**config.mk**
```make
export PLATFORM = sky130hd
export DESIGN_NAME = key_repeater
export DESIGN_NICKNAME = d
export VERILOG_FILES = /design/src/rtl/tetris_pkg.sv /design/src/rtl/sync_edge.sv /design/src/rtl/key_repeater.sv
export SDC_FILE = /design/constraint.sdc
export NUM_CORES = 1
export LEC_CHECK = 0
export BUFFER_PORTS_ARGS = -buffer_cell sky130_fd_sc_hd__buf_2
export CAP_MARGIN = 10
export CORE_MARGIN = 2
export CORE_UTILIZATION = 60
export CTS_CLUSTER_SIZE = 14
export DETAILED_ROUTE_END_ITERATION = 8
export PLACE_DENSITY = 0.89
export SETUP_SLACK_MARGIN = 0.15
export SLEW_MARGIN = 20
export SYNTH_ARGS = -nofsm -noshare
export SYNTH_HDL_FRONTEND = slang
export SYNTH_SLANG_ARGS = --single-unit
```
**constraint.sdc**
```tcl
create_clock -name Clk -period 5.7 [get_ports Clk]
set_input_delay 0 -clock Clk [delete_from_list [all_inputs] [get_ports Clk]]
set_output_delay 0 -clock Clk [all_outputs]
set_load 0.01 [all_outputs]
```
**src/rtl/tetris_pkg.sv**
```systemverilog
// Shared keycode constants and key-repeat FSM states for the tetris input path.
package tetris_pkg;

  localparam logic [7:0] KEY_NONE = 8'h00;
  localparam logic [7:0] KEY_A    = 8'h04;
  localparam logic [7:0] KEY_D    = 8'h07;
  localparam logic [7:0] KEY_S    = 8'h16;
  localparam logic [7:0] KEY_W    = 8'h1A;

  typedef enum logic [1:0] {
    IDLE,
    DELAY,
    REPEAT
  } rep_state_t;

  // Map a raw keycode to itself if it is a move key, otherwise to KEY_NONE.
  function automatic logic [7:0] move_key(input logic [7:0] code);
    logic [7:0] k;
    case (code)
      KEY_A, KEY_D, KEY_S, KEY_W: k = code;
      default:                    k = KEY_NONE;
    endcase
    return k;
  endfunction

endpackage

```
**src/rtl/sync_edge.sv**
```systemverilog
// Two-flop synchroniser for an asynchronous level, followed by a registered
// rising-edge detector producing a single-cycle pulse.
module sync_edge (
  input  logic Clk,
  input  logic Reset_n,
  input  logic d,
  output logic q_rise
);

  logic       meta;
  logic       sync;
  logic       sync_d;
  logic [2:0] warm;

  // Synchronise, delay one more stage, and flag 0->1 transitions. The warm
  // shift register masks the detector until sync_d holds a real sample, so a
  // level that is already high when reset lifts is not mistaken for an edge.
  always_ff @(posedge Clk or negedge Reset_n) begin
    if (!Reset_n) begin
      meta   <= 1'b0;
      sync   <= 1'b0;
      sync_d <= 1'b0;
      warm   <= '0;
      q_rise <= 1'b0;
    end else begin
      meta   <= d;
      sync   <= meta;
      sync_d <= sync;
      warm   <= {warm[1:0], 1'b1};
      q_rise <= warm[2] & sync & ~sync_d;
    end
  end

endmodule

```
**src/rtl/key_repeater.sv**
```systemverilog
// Keyboard auto-repeat: posts a move event on press, after DAS_FRAMES frames of
// holding, then every ARR_FRAMES frames; the newest event is held pending until
// the game logic acknowledges it.
module key_repeater
  import tetris_pkg::*;
#(
  parameter int unsigned DAS_FRAMES = 10,
  parameter int unsigned ARR_FRAMES = 3
) (
  input  logic       Clk,
  input  logic       Reset_n,
  input  logic [7:0] keycode_in,
  input  logic       frame_clk,
  input  logic       key_ack,
  output logic [7:0] keycode_out,
  output logic       key_valid
);

  localparam logic [5:0] DAS_LOAD = 6'(DAS_FRAMES);
  localparam logic [5:0] ARR_LOAD = 6'(ARR_FRAMES);

  rep_state_t state, state_n;
  logic [5:0] cnt, cnt_n;
  logic [7:0] held_key, held_n;
  logic [7:0] key_norm;
  logic [7:0] ev_key;
  logic       post_ev;
  logic       frame_tick;

  assign key_norm = move_key(keycode_in);

  sync_edge u_frame_sync (
    .Clk     (Clk),
    .Reset_n (Reset_n),
    .d       (frame_clk),
    .q_rise  (frame_tick)
  );

  // FSM state, frame countdown and the key currently being held.
  always_ff @(posedge Clk or negedge Reset_n) begin
    if (!Reset_n) begin
      state    <= IDLE;
      cnt      <= '0;
      held_key <= KEY_NONE;
    end else begin
      state    <= state_n;
      cnt      <= cnt_n;
      held_key <= held_n;
    end
  end

  // Next-state logic: press/switch events, frame countdown, release to IDLE.
  always_comb begin
    state_n = state;
    cnt_n   = cnt;
    held_n  = held_key;
    post_ev = 1'b0;
    ev_key  = held_key;
    case (state)
      IDLE: begin
        if (key_norm != KEY_NONE) begin
          post_ev = 1'b1;
          ev_key  = key_norm;
          held_n  = key_norm;
          cnt_n   = DAS_LOAD;
          state_n = DELAY;
        end
      end
      DELAY, REPEAT: begin
        if (key_norm == KEY_NONE) begin
          state_n = IDLE;
        end else if (key_norm != held_key) begin
          post_ev = 1'b1;
          ev_key  = key_norm;
          held_n  = key_norm;
          cnt_n   = DAS_LOAD;
          state_n = DELAY;
        end else if (frame_tick) begin
          // Reload instead of reaching zero, so cnt stays >= 1 while held.
          if (cnt <= 6'd1) begin
            post_ev = 1'b1;
            ev_key  = held_key;
            cnt_n   = ARR_LOAD;
            state_n = REPEAT;
          end else begin
            cnt_n = cnt - 6'd1;
          end
        end
      end
      default: state_n = IDLE;
    endcase
  end

  // Pending-move register: a new event overwrites and beats an acknowledge.
  always_ff @(posedge Clk or negedge Reset_n) begin
    if (!Reset_n) begin
      key_valid   <= 1'b0;
      keycode_out <= KEY_NONE;
    end else if (post_ev) begin
      key_valid   <= 1'b1;
      keycode_out <= ev_key;
    end else if (key_ack && key_valid) begin
      key_valid   <= 1'b0;
      keycode_out <= KEY_NONE;
    end
  end

endmodule

```
Yosys cells after proc, flatten, opt, wreduce, memory -nomap -nowiden
Index checks and enable logic that the tools add are counted.

Register bits: 32. Input port bits: 12. Output and inout bits: 9. Word-level logic and storage cells: 64.

Add/subtract/negate cells: 1. Magnitude comparators: 1. Equal/unequal tests: 12. Mux-type cells: 27. Bitwise operators: 3. Reductions and logical operators: 10.

Operator list (count): $mux 8 (6); $mux 6 (5); $eq 8x3->1 const B (2); $eq 8x5->1 const B (2); $pmux 8 s2 (1); $pmux 6 s2 (1); $mux 2 (5); $logic_not 8->1 (1); $ne 8x8->1 (1); $reduce_bool 8->1 (1); $mux 1 (7); $le 6x1->1 const B (1); $sub 6x1->6 const B (1); $ne 2x2->1 const B (2); $ne 4x3->1 const B (1); $ne 4x4->1 const B (1); $pmux 2 s2 (1); $reduce_and 4->1 (1); $reduce_bool 2->1 (2); $reduce_or 4->1 (1); $ne 3x2->1 const B (1); $reduce_and 3->1 (1); $and 1x1->1 (2); $eq 2x1->1 const B (1); 6 further kinds (6).

Depth between registers and ports, before layout
Gate-level depths: netlist of the first run.

Word-level depth: 8. Mapped depth: 9. Mapped depth without buffers: 7.

Cells and area by module
From an unflattened synthesis of the first run, not the netlist that was laid out.

Cells, all modules: 183. Area, all modules: 1740.4 um^2.

By module, submodules not included: key_repeater (times used 1, cells an instance 174, area each 1552.7 um^2, seq. area each 625.6 um^2); sync_edge (times used 1, cells an instance 9, area each 187.7 um^2, seq. area each 175.2 um^2).

Worst setup path before layout of the first run
No wires, ideal clock.

Path type: reg-to-reg. Start point: register held_key[6]. End point: register keycode_out[0]. Setup time: 0.080 ns. Arrival: 2.218 ns. Required time: 5.620 ns. Path slack: 3.403 ns. Cell stages (with the launch flop): 8. Buffers on the path: 0. Cell sequence: dfrtp_1 > or3_1 > a221oi_1 > nand4_1 > o31a_1 > or3_4 > o311ai_4 > mux2i_1.

Longest elaborated chain between the ends: 5. Elaborated cells on any way between the ends: 9. Classes of those cells: eq/ne: 1; mux: 7; reduce/logical: 1.

RTL lines: start: declaration (RTL line key_repeater.sv:24) `logic [7:0] held_key, held_n;`; start signal: assignment (RTL line key_repeater.sv:48) `held_key <= held_n;`; $ne 8x8->1 * (RTL line key_repeater.sv:72) `end else if (key_norm != held_key) begin`; $mux 8 or $mux 1 (tied branches) (RTL line key_repeater.sv:72); $mux 8 or $mux 1 (tied branches) (RTL line key_repeater.sv:70) `if (key_norm == KEY_NONE) begin`; $pmux 8 s2 or $pmux 1 s2 (tied branches); $mux 8 or $reduce_bool 2->1 (tied branches); end signal: assignment (RTL line key_repeater.sv:101) `keycode_out <= ev_key;`; end: declaration (RTL line key_repeater.sv:15) `output logic [7:0] keycode_out,`.

Every way passes the cells marked *; elsewhere a longest branch is shown, timed or not. A chain may end at the register's enable or synchronous reset.

Worst setup path in the final report of the first run
Start point: input port keycode_in[1]. End point: register keycode_out[0].

Longest elaborated chain between the ends: 8. Elaborated cells on any way between the ends: 19. Classes of those cells: eq/ne: 5; mux: 10; reduce/logical: 4.

RTL lines: start: declaration (RTL line key_repeater.sv:12) `input logic [7:0] keycode_in,`; $eq 8x3->1 or $eq 8x5->1 (tied branches) (RTL line tetris_pkg.sv:19) `case (code)`; $reduce_or 4->1 (RTL line tetris_pkg.sv:19); $mux 8 * (RTL line tetris_pkg.sv:19); $ne 8x8->1 (RTL line key_repeater.sv:72); $mux 8 or $mux 1 (tied branches) (RTL line key_repeater.sv:72); $mux 8 or $mux 1 (tied branches) (RTL line key_repeater.sv:70); $pmux 8 s2 or $pmux 1 s2 (tied branches); $mux 8 or $reduce_bool 2->1 (tied branches).

Marked as above.

==> results of run 1 <==
==> area by class of cell <==
class	instances	area, um2	share of cell area, %
Timing Repair Buffer	25	150	7.71
Clock buffer	5	37.5	1.93
Inverter	13	48.8	2.50
Clock inverter	3	23.8	1.22
Tap cell	31	38.8	1.99
Multi-Input combinational cell	120	848	43.5
Sequential cell	32	801	41.1
==> synthesized netlist by cell type (all sizes together), types with 2 or more instances <==
master  number  area [um2]
buf          4        28.8
nand3        6        30.0
nand2b       2        12.5
nor3         9        45.0
nand4        3        18.8
a21o         4        30.0
and2         5        31.3
o21ai        7        35.0
and3         3        18.8
dfrtp       32         801
mux2i        5        50.1
nor2b        2        12.5
o311ai       2        52.6
nand2       15        56.3
ha           4        50.1
inv         13        48.8
a21oi        6        30.0
a32o         4        40.0
nor2         9        36.3
xor2         2        17.5
or3          3        23.8
nor4         2        18.8
clkbuf       2        7.51
nor4b        2        23.8
a22o         6        52.6
a221oi       2        17.5
==> final timing paths <==
check	start	to	slack [ns]	cells past startpoint
max	keycode_in[1]	keycode_out[0]	2.99	9
min	keycode_in[2]	held_key[2]	0.04	2
max reg2reg	held_key[6]	keycode_out[0]	3.18	7
min reg2reg	u_frame_sync.warm[1]	u_frame_sync.warm[2]	0.36	0
max in group asynchronous	Reset_n	held_key[3]	5.05	2
min in group asynchronous	Reset_n	state[1]	0.21	2
==> power by group through the flow <==
stage	combinational [mW]	clock [mW]	sequential [mW]
2_1_floorplan	0.126	0	0.279
3_3_place_gp	0.161	0	0.278
3_5_place_dp	0.170	0	0.280
4_1_cts	0.173	0.137	0.276
5_1_grt	0.195	0.146	0.281
6_report	0.174	0.133	0.277
==> kinds of logic after synthesis <==
family	count (synthesis)	synth area share (%)
muxes	5	2.89
buffers and inverters	19	4.91
xor gates and xnor gates	2	1.01
and+or+nand+nor	67	22.1
other	1	0.216
adders and majority gates	4	2.89
AOI/OAI and AO/OA	41	19.8
DFF	32	46.2
==> stage by stage <==
stage / hold slack [ns] / util (%) / setup WS, ns / instances
4_1_cts: 0.0332 / 70.6 / 3.00 / 229
3_5_place_dp: 0.0751 / 66.6 / 3.06 / 216
6_report: 0.0423 / 70.6 / 2.99 / 229
2_1_floorplan: -0.296 / - / 3.40 / 171
5_1_grt: 0.0406 / 70.6 / 2.76 / 229
3_3_place_gp: 0.0627 / 66.6 / 3.21 / 216
==> routing by layer <==
layer	vias to the layer above	track usage, %	wire length [um]
met1	676	28.2	1460
met4	0	16.3	98
li1	678	-	-
met3	12	5.36	238
met5	-	0	0
met2	74	37.5	1630
==> flip-flops by register name, summed over array words and instances (netlist names) <==
name                 flops
held_key                 8
keycode_out              8
cnt                      6
u_frame_sync.warm        3
state                    2
key_valid                1
u_frame_sync.meta        1
u_frame_sync.q_rise      1
u_frame_sync.sync        1
u_frame_sync.sync_d      1
==> critical path, stage by stage <==
cell	delay, ns
sky130_fd_sc_hd__dlygate4sd3_1	0.52
sky130_fd_sc_hd__buf_2	0.18
sky130_fd_sc_hd__nor4b_2	0.49
sky130_fd_sc_hd__o311a_2	0.31
sky130_fd_sc_hd__nand2_1	0.10
sky130_fd_sc_hd__a22o_1	0.28
sky130_fd_sc_hd__or3_4	0.37
sky130_fd_sc_hd__o311ai_4	0.48
sky130_fd_sc_hd__mux2i_1	0.25
==> results.md, run 1 <==
- Via density: 6.29
- Power dissipated by switching net loads: 0.209 mW
- Detailed placer's ending HPWL: 2.50 mm
- Layout cells sized above 1: 18.2%
- Total inserted antenna cells: 0
- Post-synth ARST share: 100%
- Maximum number of buffers from clock root to sink: 2
- Number of H-tree levels: 2
- Largest net degree at the start of global routing: 33
- Maximum clock frequency: 369 MHz
- Yosys Warn Count: 0
- Hold violation count in the final report: 0
- Routed length per instance: 14.9 um
- Clock root buffer: sky130_fd_sc_hd__clkbuf_4
- Tightest Hold Check Type: in2reg
- Part of the Yosys area used for sequential elements: 46.2%
- Average size of a mapped cell: 10.1 um2
- Max Transition Viols Final: 0
- Arrival time at the worst endpoint: 2.98 ns
- Crit Path Category: in2reg
- CP required: 5.97 ns
- Post-synth net total: 187
- Initial core utilization: 62.9%
- Wire length of the first global-routing pass: 5.94 mm
- Final design area excluding fillers: 1950 um2
- Max-cap viol count: 0
- Overflow left after global routing: 0
- Cell area reported after detailed placement: 1840 um2
- Number of enable flip-flop cells after synthesis: 0
- Area of the core: 2760 um2
- Routed via count: 1,440
- Count of unique library cells instantiated by Yosys: 49
- Cts bufs inserted: 5
- Hold-fix buffers at CTS: 5
- Number of input and output port buffers inserted: 20
- Peak VDD IR: 199 uV
- Total number of placement rows: 19
- Setup repair after global routing missed its margin: false
- Setup_tns: 0 ns
- Part of the power in the clock network: 22.8%
- Total detailed-routing wirelength: 3.42 mm
- Logic pwr share: 29.8%
- Skew-Pair Late Insertion Delay: 0.35 ns
- Post-synthesis cell area: 1730 um2
- Clock Pin Slew Worst Setup and Hold Paths: 0.10 ns
- Internal power: 0.375 mW
- Global Route Usage Sum: 23.5%
- FILL cells: 206
- Critical path endpoint category: flip-flop
- Cells after synthesis: 171
- Die extent in x: 57.8 um
- GP Congestion: 0.909
- Most frequently used flop master after synthesis: sky130_fd_sc_hd__dfrtp_1
- Area growth from synthesis to final layout: 12.3%
- Number of gates resized after CTS: 0
- Final critical-path share of the clock period: 47.6%
- Sequential share of power: 47.5%
- Actual transition at the worst max-transition pin: 0.738 ns
- DIE AREA: 3340 um2
- Outcome: complete, no violations
- Initial DRT Pass Iterations: 4
- Worst rel slew slack: 50.4%
- Vertical die dimension: 57.8 um
- Max FO, Critical Path: 10
- TritonCTS clock tree: done
- Net switching share of the total power: 35.8%
- Minimum clock period: 2.71 ns
- Post-DRT Antenna Nets: 0
- Number of clock sinks seen by CTS: 32
- Top-level I/O count: 21
- Most frequent standard cell in the layout excluding fill and tap cells: sky130_fd_sc_hd__dfrtp_1
- LEAKAGE: 0.942 nW
- Worst-case clock skew: 0.0119 ns
- Final setup fails: 0
- Total power of the final layout: 0.583 mW
- Cell area power density: 299 nW/um2
- Final #Nets: 213
- Antenna violations before repair: 0
- Worst Setup Start Kind: primary input
- Flop and latch count out of synthesis: 32
- Starting DRT DRC Count: 76
- Commonest cells after routing, fill and taps aside: sky130_fd_sc_hd__dfrtp_1 (32), sky130_fd_sc_hd__buf_2 (20), sky130_fd_sc_hd__nand2_1 (15)
- DRC violation count after routing: 0
- Post-CTS Setup Bufs: 0
- Number of global-route vias before repair: 1,397
(Power assumes the default switching activity.)
==> run 2, diff against run 1 <==
--- a/config.mk
+++ b/config.mk
@@ -8,10 +8,10 @@
 export BUFFER_PORTS_ARGS = -buffer_cell sky130_fd_sc_hd__buf_2
 export CAP_MARGIN = 10
 export CORE_MARGIN = 2
-export CORE_UTILIZATION = 60
+export CORE_UTILIZATION = 57
 export CTS_CLUSTER_SIZE = 14
 export DETAILED_ROUTE_END_ITERATION = 8
-export PLACE_DENSITY = 0.89
+export PLACE_DENSITY = 0.85
 export SETUP_SLACK_MARGIN = 0.15
 export SLEW_MARGIN = 20
 export SYNTH_ARGS = -nofsm -noshare
==> constraint.sdc (replaced) <==
create_clock -name Clk -period 2.6 [get_ports Clk]
set_input_delay 0 -clock Clk [delete_from_list [all_inputs] [get_ports Clk]]
set_output_delay 0 -clock Clk [all_outputs]
set_load 0.01 [all_outputs]
==> run 2 against run 1 <==
Wire length grew 17%. Die area grew 4.9%. Sequential cell count is the same. Global-route usage grew 0.97 points. Cell count grew 3.9%. Core utilization shrank 0.52 points. Power grew 140%. Worst hold slack gained 0.083 ns. Highest routed layer unchanged.
==> results.md, run 2 (synthesis results as in run 1) <==
- Outcome: complete, no violations
- LEAKAGE: 0.986 nW (+4.6%)
- Number of global-route vias before repair: 1,423 (+1.9%)
- Setup_tns: 0 ns (unchanged)
- Initial DRT Pass Iterations: 6 (+2)
- Number of input and output port buffers inserted: 20 (unchanged)
- Register-to-Register Path Depth: 8 (+1)
- Total number of placement rows: 20 (+1)
- Worst Setup Start Kind: flip-flop
- Worst setup path startpoint: held_key[6]
- Area of the core: 2980 um2 (+8.0%)
- Area growth from synthesis to final layout: 20.4%
- Top-level I/O count: 21 (unchanged)
- Max Transition Viols Final: 0 (unchanged)
- Setup slack of the most critical reg-to-reg path: 0.23 ns (-2.95 ns)
- Detailed placer's ending HPWL: 2.74 mm (+9.6%)
- Capturing instance or port of the critical path: keycode_out[3]
- Commonest cells after routing, fill and taps aside: sky130_fd_sc_hd__dfrtp_1 (32), sky130_fd_sc_hd__buf_2 (19), sky130_fd_sc_hd__nand2_1 (15)
- Total inserted antenna cells: 0 (unchanged)
- Via density: 6.26 (-0.51%)
- Tightest Hold Check Type: in2reg
- Final #Nets: 220 (+3.3%)
- Max FO, Critical Path: 8 (-2)
- DRC violation count after routing: 0 (unchanged)
- Total detailed-routing wirelength: 4.01 mm (+17%)
- Crit Path Category: reg2reg
- Most frequent standard cell in the layout excluding fill and tap cells: sky130_fd_sc_hd__dfrtp_1
- Layout cells sized above 1: 24.4% (+6.2 points)
- FILL cells: 210 (+1.9%)
- Hold slack final: 0.125 ns (+0.0827 ns)
- Hold violation count in the final report: 0 (unchanged)
- Die extent in x: 59.2 um (+2.4%)
- DIE AREA: 3500 um2 (+4.9%)
- Final critical-path share of the clock period: 91.2%
- Worst rel slew slack: 54.5% (+4.1 points)
- Clock root buffer: sky130_fd_sc_hd__clkbuf_4
- Starting DRT DRC Count: 76 (unchanged)
- Leading registers by flop count: held_key: 8 flops, keycode_out: 8 flops, cnt: 6 flops
- Reg2reg end: keycode_out[3]
- Cts bufs inserted: 5 (unchanged)
- Core utilization of the finished layout: 70.1% (-0.52 points)
- Critical path endpoint category: flip-flop
- Arrival time at the worst endpoint: 2.62 ns (-0.36 ns)
- GP Congestion: 0.923 (+1.5%)
- Skew-Pair Late Insertion Delay: 0.34 ns (about the same)
- Clock Pin Slew Worst Setup and Hold Paths: 0.09 ns (about the same)
- Overflow left after global routing: 0 (unchanged)
- Antenna violations before repair: 0 (unchanged)
- Cell area power density: 680 nW/um2 (+130%)
- Startpoint of the worst register-to-register path: held_key[6]
- Vertical die dimension: 59.2 um (+2.4%)
- Setup repair after global routing missed its margin: false
- Maximum clock frequency: 422 MHz
- Global Route Usage Sum: 24.5% (+0.97 points)
- Worst-case clock skew: 0.0161 ns (+0.00417 ns)
- Routed via count: 1,489 (+3.4%)
- Final setup fails: 0 (unchanged)
- Initial core utilization: 58.2% (-4.7 points)
- Peak VDD IR: 446 uV (+120%)
- Number of clock sinks seen by CTS: 32 (unchanged)
- Number of H-tree levels: 2 (unchanged)
- CP required: 2.85 ns (-3.12 ns)
- Max-cap viol count: 0 (unchanged)
- Maximum number of buffers from clock root to sink: 2 (unchanged)
- Minimum clock period: 2.37 ns
- Largest net degree at the start of global routing: 33 (unchanged)
- Actual transition at the worst max-transition pin: 0.682 ns (-0.0559 ns)
- Routed length per instance: 16.9 um (+13%)
- Wire length of the first global-routing pass: 6.38 mm (+7.4%)
- Post-DRT Antenna Nets: 0 (unchanged)
- TritonCTS clock tree: done
[run 2: cell count changes in the layout (fill, tap and decap cells not counted), moves of 2 or more]
cell,delta
sky130_fd_sc_hd__nor3_2,+2
sky130_fd_sc_hd__a221oi_2,+2
sky130_fd_sc_hd__buf_4,+6
sky130_fd_sc_hd__clkinvlp_4,-2
sky130_fd_sc_hd__nor3_1,-2
sky130_fd_sc_hd__a221oi_1,-2
[run 2: how the worst min path moves through the flow]
stage | startpoint | to | slack [ns] | cells past startpoint
final | keycode_in[0] | held_key[0] | 0.12 | 2
after global routing | keycode_in[0] | held_key[0] | 0.12 | 2
after CTS | keycode_in[2] | held_key[2] | 0.04 | 2
after detailed placement | Reset_n | keycode_out[2] | 0.08 | 1
after global placement | Reset_n | keycode_out[1] | 0.07 | 1
after floorplan | Reset_n | cnt[0] | -0.30 | 0
[run 2: worst max-delay path, cell delays in order (launching register included)]
cell                       delay, ns
sky130_fd_sc_hd__dfrtp_1        0.38
sky130_fd_sc_hd__or3_4          0.39
sky130_fd_sc_hd__a221oi_2       0.18
sky130_fd_sc_hd__nand4_1        0.13
sky130_fd_sc_hd__o31a_1         0.16
sky130_fd_sc_hd__or3_4          0.42
sky130_fd_sc_hd__o311ai_4       0.26
sky130_fd_sc_hd__buf_6          0.18
sky130_fd_sc_hd__mux2i_2        0.21
[run 2: what timing repair did]
| item | in CTS | in global routing |
|---|---|---|
| endpoints found under the setup margin | 13 | 21 |
| pin swaps | 1 | 0 |
| buffers inserted | 2 | 1 |
| gates cloned | 0 | 0 |
| resized for setup | 3 | 9 |
| hold buffers | 5 | 0 |
| hold endpoints to repair | 36 | 0 |
[run 2: through the flow]
| step | std cells | area, um2 | setup slack (ns) | power (mW) |
|---|---|---|---|---|
| after floorplan | 171 | 1730 | 0.303 | 0.888 |
| after global placement | 222 | 1870 | 0.225 | 0.977 |
| after detailed placement | 222 | 1870 | 0.0633 | 1.01 |
| after CTS | 237 | 2020 | 0.185 | 1.39 |
| after global routing | 238 | 2090 | 0.131 | 1.49 |
| final | 238 | 2090 | 0.229 | 1.42 |
[run 2: report_power, final]
part           internal, mW  switching, mW
combinational         0.187          0.258
sequential            0.557         0.0542
clock                 0.201          0.162
[run 2: final cells by class]
type / instances / area, um2 / share of cell area (%)
clock buffers: 6 / 41.3 / 1.98
inverters: 13 / 48.8 / 2.34
flip-flops and latches: 32 / 801 / 38.3
multi-input cells: 120 / 912 / 43.7
repair buffers: 32 / 209 / 10.0
well taps: 33 / 41.3 / 1.98
clock inverters: 2 / 35.0 / 1.68
[run 2: routing by layer]
layer | vias to the layer above | wire [um] | part of all wire (%) | global-route usage [%]
met1 | 738 | 1680 | 42 | 30.3
met2 | 49 | 2100 | 52 | 40.8
met5 | - | 0 | 0 | 0
met3 | 6 | 180 | 4.5 | 5.02
met4 | 0 | 51 | 1.3 | 11.7
li1 | 696 | - | - | -
==> run 3, diff against run 2 <==
--- a/config.mk
+++ b/config.mk
@@ -9,6 +9,7 @@
 export CAP_MARGIN = 10
 export CORE_MARGIN = 2
 export CORE_UTILIZATION = 57
+export CTS_BUF_LIST = sky130_fd_sc_hd__clkbuf_16
 export CTS_CLUSTER_SIZE = 14
 export DETAILED_ROUTE_END_ITERATION = 8
 export PLACE_DENSITY = 0.85
==> run 3 against run 2 <==
Die area unchanged. Non-clock buffer count down 2. Sequential power barely moved. Core utilization is 1.1 points higher. Clock skew shrank 0.0092 ns. Wire length shrank 0.77%. Critical path type unchanged. First-iteration DRC count is 28% higher. Worst setup slack got worse by 0.055 ns. Sequential share of layout area decreased by 0.57 points. Power rose by 19%. Cell count fell by 0.84%. Critical path depth is the same.
==> results.md, run 3 (synthesis results as in run 1) <==
- LEAKAGE: 1.02 nW (+3.7%)
- Overflow left after global routing: 0 (unchanged)
- Leading registers by flop count: held_key: 8 flops, keycode_out: 8 flops, cnt: 6 flops
- Routed length per instance: 16.9 um (about the same)
- Top-level I/O count: 21 (unchanged)
- DIE AREA: 3500 um2 (unchanged)
- Minimum clock period: 2.43 ns (+0.0551 ns)
- Starting DRT DRC Count: 97 (+28%)
- Crit Path Category: reg2reg
- Peak VDD IR: 619 uV (+39%)
- Cell area reported after detailed placement: 1870 um2 (unchanged)
- Max-cap viol count: 0 (unchanged)
- Cts bufs inserted: 5 (unchanged)
- Initial DRT Pass Iterations: 4 (-2)
- Maximum clock frequency: 412 MHz (-2.3%)
- Final design area excluding fillers: 2120 um2 (+1.5%)
- Clock root buffer: sky130_fd_sc_hd__clkbuf_16
- Post-DRT Antenna Nets: 0 (unchanged)
- Actual transition at the worst max-transition pin: 0.688 ns (+0.00519 ns)
- Number of global-route vias before repair: 1,416 (-0.49%)
- Max FO, Critical Path: 4 (-4)
- Global Route Usage Sum: 25.3% (+0.83 points)
- Detailed placer's ending HPWL: 2.74 mm (unchanged)
- Final #Nets: 218 (-0.91%)
- Antenna violations before repair: 0 (unchanged)
- Skew-Pair Late Insertion Delay: 0.28 ns (-0.06 ns)
- Cells along the critical path: or3_4, a221oi_2, nand4_1, o31a_1, or3_4, o311ai_4, buf_4, mux2i_1
- Worst Setup Start Kind: flip-flop
- Number of H-tree levels: 2 (unchanged)
- Most frequent standard cell in the layout excluding fill and tap cells: sky130_fd_sc_hd__dfrtp_1
- Wire length of the first global-routing pass: 6.47 mm (+1.3%)
- Count of buffer and inverter cells on the critical path: 1 (unchanged)
- Die extent in x: 59.2 um (unchanged)
- GP Congestion: 0.923 (unchanged)
- Vertical die dimension: 59.2 um (unchanged)
- Total number of placement rows: 20 (unchanged)
- Largest net degree at the start of global routing: 33 (unchanged)
- Cell area power density: 797 nW/um2 (+17%)
- Via density: 6.33 (+1.1%)
- Outcome: complete, no violations
- Number of clock sinks seen by CTS: 32 (unchanged)
- Max Transition Viols Final: 0 (unchanged)
- CP required: 2.79 ns (-0.06 ns)
- Final setup fails: 0 (unchanged)
- Critical path's top delay family: simple AND/OR/NAND/NOR gates
- Tightest Hold Check Type: in2reg
- Arrival time at the worst endpoint: 2.61 ns (about the same)
- Final critical-path share of the clock period: 93.3% (+2.1 points)
- Maximum number of buffers from clock root to sink: 2 (unchanged)
- CP dominant cell by count: sky130_fd_sc_hd__or3_4
- Total inserted antenna cells: 0 (unchanged)
- Crit path largest cell delay: 0.42 ns (about the same)
- Setup repair after global routing missed its margin: false
- Critical path endpoint category: flip-flop
- Setup_tns: 0 ns (unchanged)
- TritonCTS clock tree: done
- Layout cells sized above 1: 23.6% (-0.74 points)
- Area growth from synthesis to final layout: 22.2%
- Number of input and output port buffers inserted: 20 (unchanged)
- Area of the core: 2980 um2 (unchanged)
- Worst rel slew slack: 54.0% (-0.52 points)
- Worst-path cell with the longest stage delay: sky130_fd_sc_hd__or3_4
- Commonest cells after routing, fill and taps aside: sky130_fd_sc_hd__dfrtp_1 (32), sky130_fd_sc_hd__buf_2 (20), sky130_fd_sc_hd__nand2_1 (15)
- Hold violation count in the final report: 0 (unchanged)
- Total detailed-routing wirelength: 3.98 mm (-0.77%)
- FILL cells: 201 (-4.3%)
- Routed via count: 1,493 (+0.27%)
- Initial core utilization: 58.2% (unchanged)
- Worst-case clock skew: 0.00684 ns (-0.00925 ns)
- DRC violation count after routing: 0 (unchanged)
- Core utilization of the finished layout: 71.2% (+1.1 points)
- Clock Pin Slew Worst Setup and Hold Paths: 0.05 ns (-0.04 ns)
## run 3: what timing repair did
item,CTS,global route
hold buffers,3,0
endpoints found under the hold margin,34,0
setup endpoints to repair,13,21
resized for setup,1,6
pin swaps,1,0
setup buffers,2,1
## run 3: where the power goes
group	total, mW	internal, mW	switching, mW	leakage (nW)
sequential	0.611	0.559	0.0519	0.418
clock	0.640	0.445	0.195	0.0850
combinational	0.439	0.183	0.256	0.519
total	1.69	1.19	0.503	1.02
## run 3: final timing paths
check | from | endpoint | slack, ns | depth (start not counted)
worst max-delay path | held_key[6] | keycode_out[4] | 0.17 | 8
worst min-delay path | keycode_in[3] | keycode_out[2] | 0.009 | 2
worst max register to register | held_key[6] | keycode_out[4] | 0.17 | 8
worst min register to register | u_frame_sync.warm[1] | u_frame_sync.warm[2] | 0.35 | 0
max in group asynchronous | Reset_n | held_key[2] | 1.84 | 2
min in group asynchronous | Reset_n | key_valid | 0.31 | 2
## run 3: per-stage QoR
stage	hold slack (ns)	worst slack, ns	total power, mW	std cells
6_report	0.00920	0.174	1.69	236
5_1_grt	0.0326	0.0921	1.77	236
4_1_cts	0.00952	0.188	1.66	235
3_5_place_dp	0.0801	0.0633	1.01	222
3_3_place_gp	0.0655	0.225	0.977	222
2_1_floorplan	-0.296	0.303	0.888	171
## run 3: final cells by class
class / instances / area (um2) / area share [%]
clock buffers: 5 / 125 / 5.90
clock inverters: 3 / 38.8 / 1.83
inverters: 13 / 48.8 / 2.30
multi-input cells: 120 / 878 / 41.4
flip-flops and latches: 32 / 801 / 37.8
well taps: 33 / 41.3 / 1.95
repair buffers: 30 / 186 / 8.80
## run 3: routing by layer
metal | vias up | routed length (um) | GRT usage, %
li1 | 690 | - | -
met1 | 730 | 1580 | 30.9
met2 | 63 | 2010 | 40.3
met3 | 10 | 289 | 8.73
met4 | 0 | 105 | 11.7
met5 | - | 0 | 0
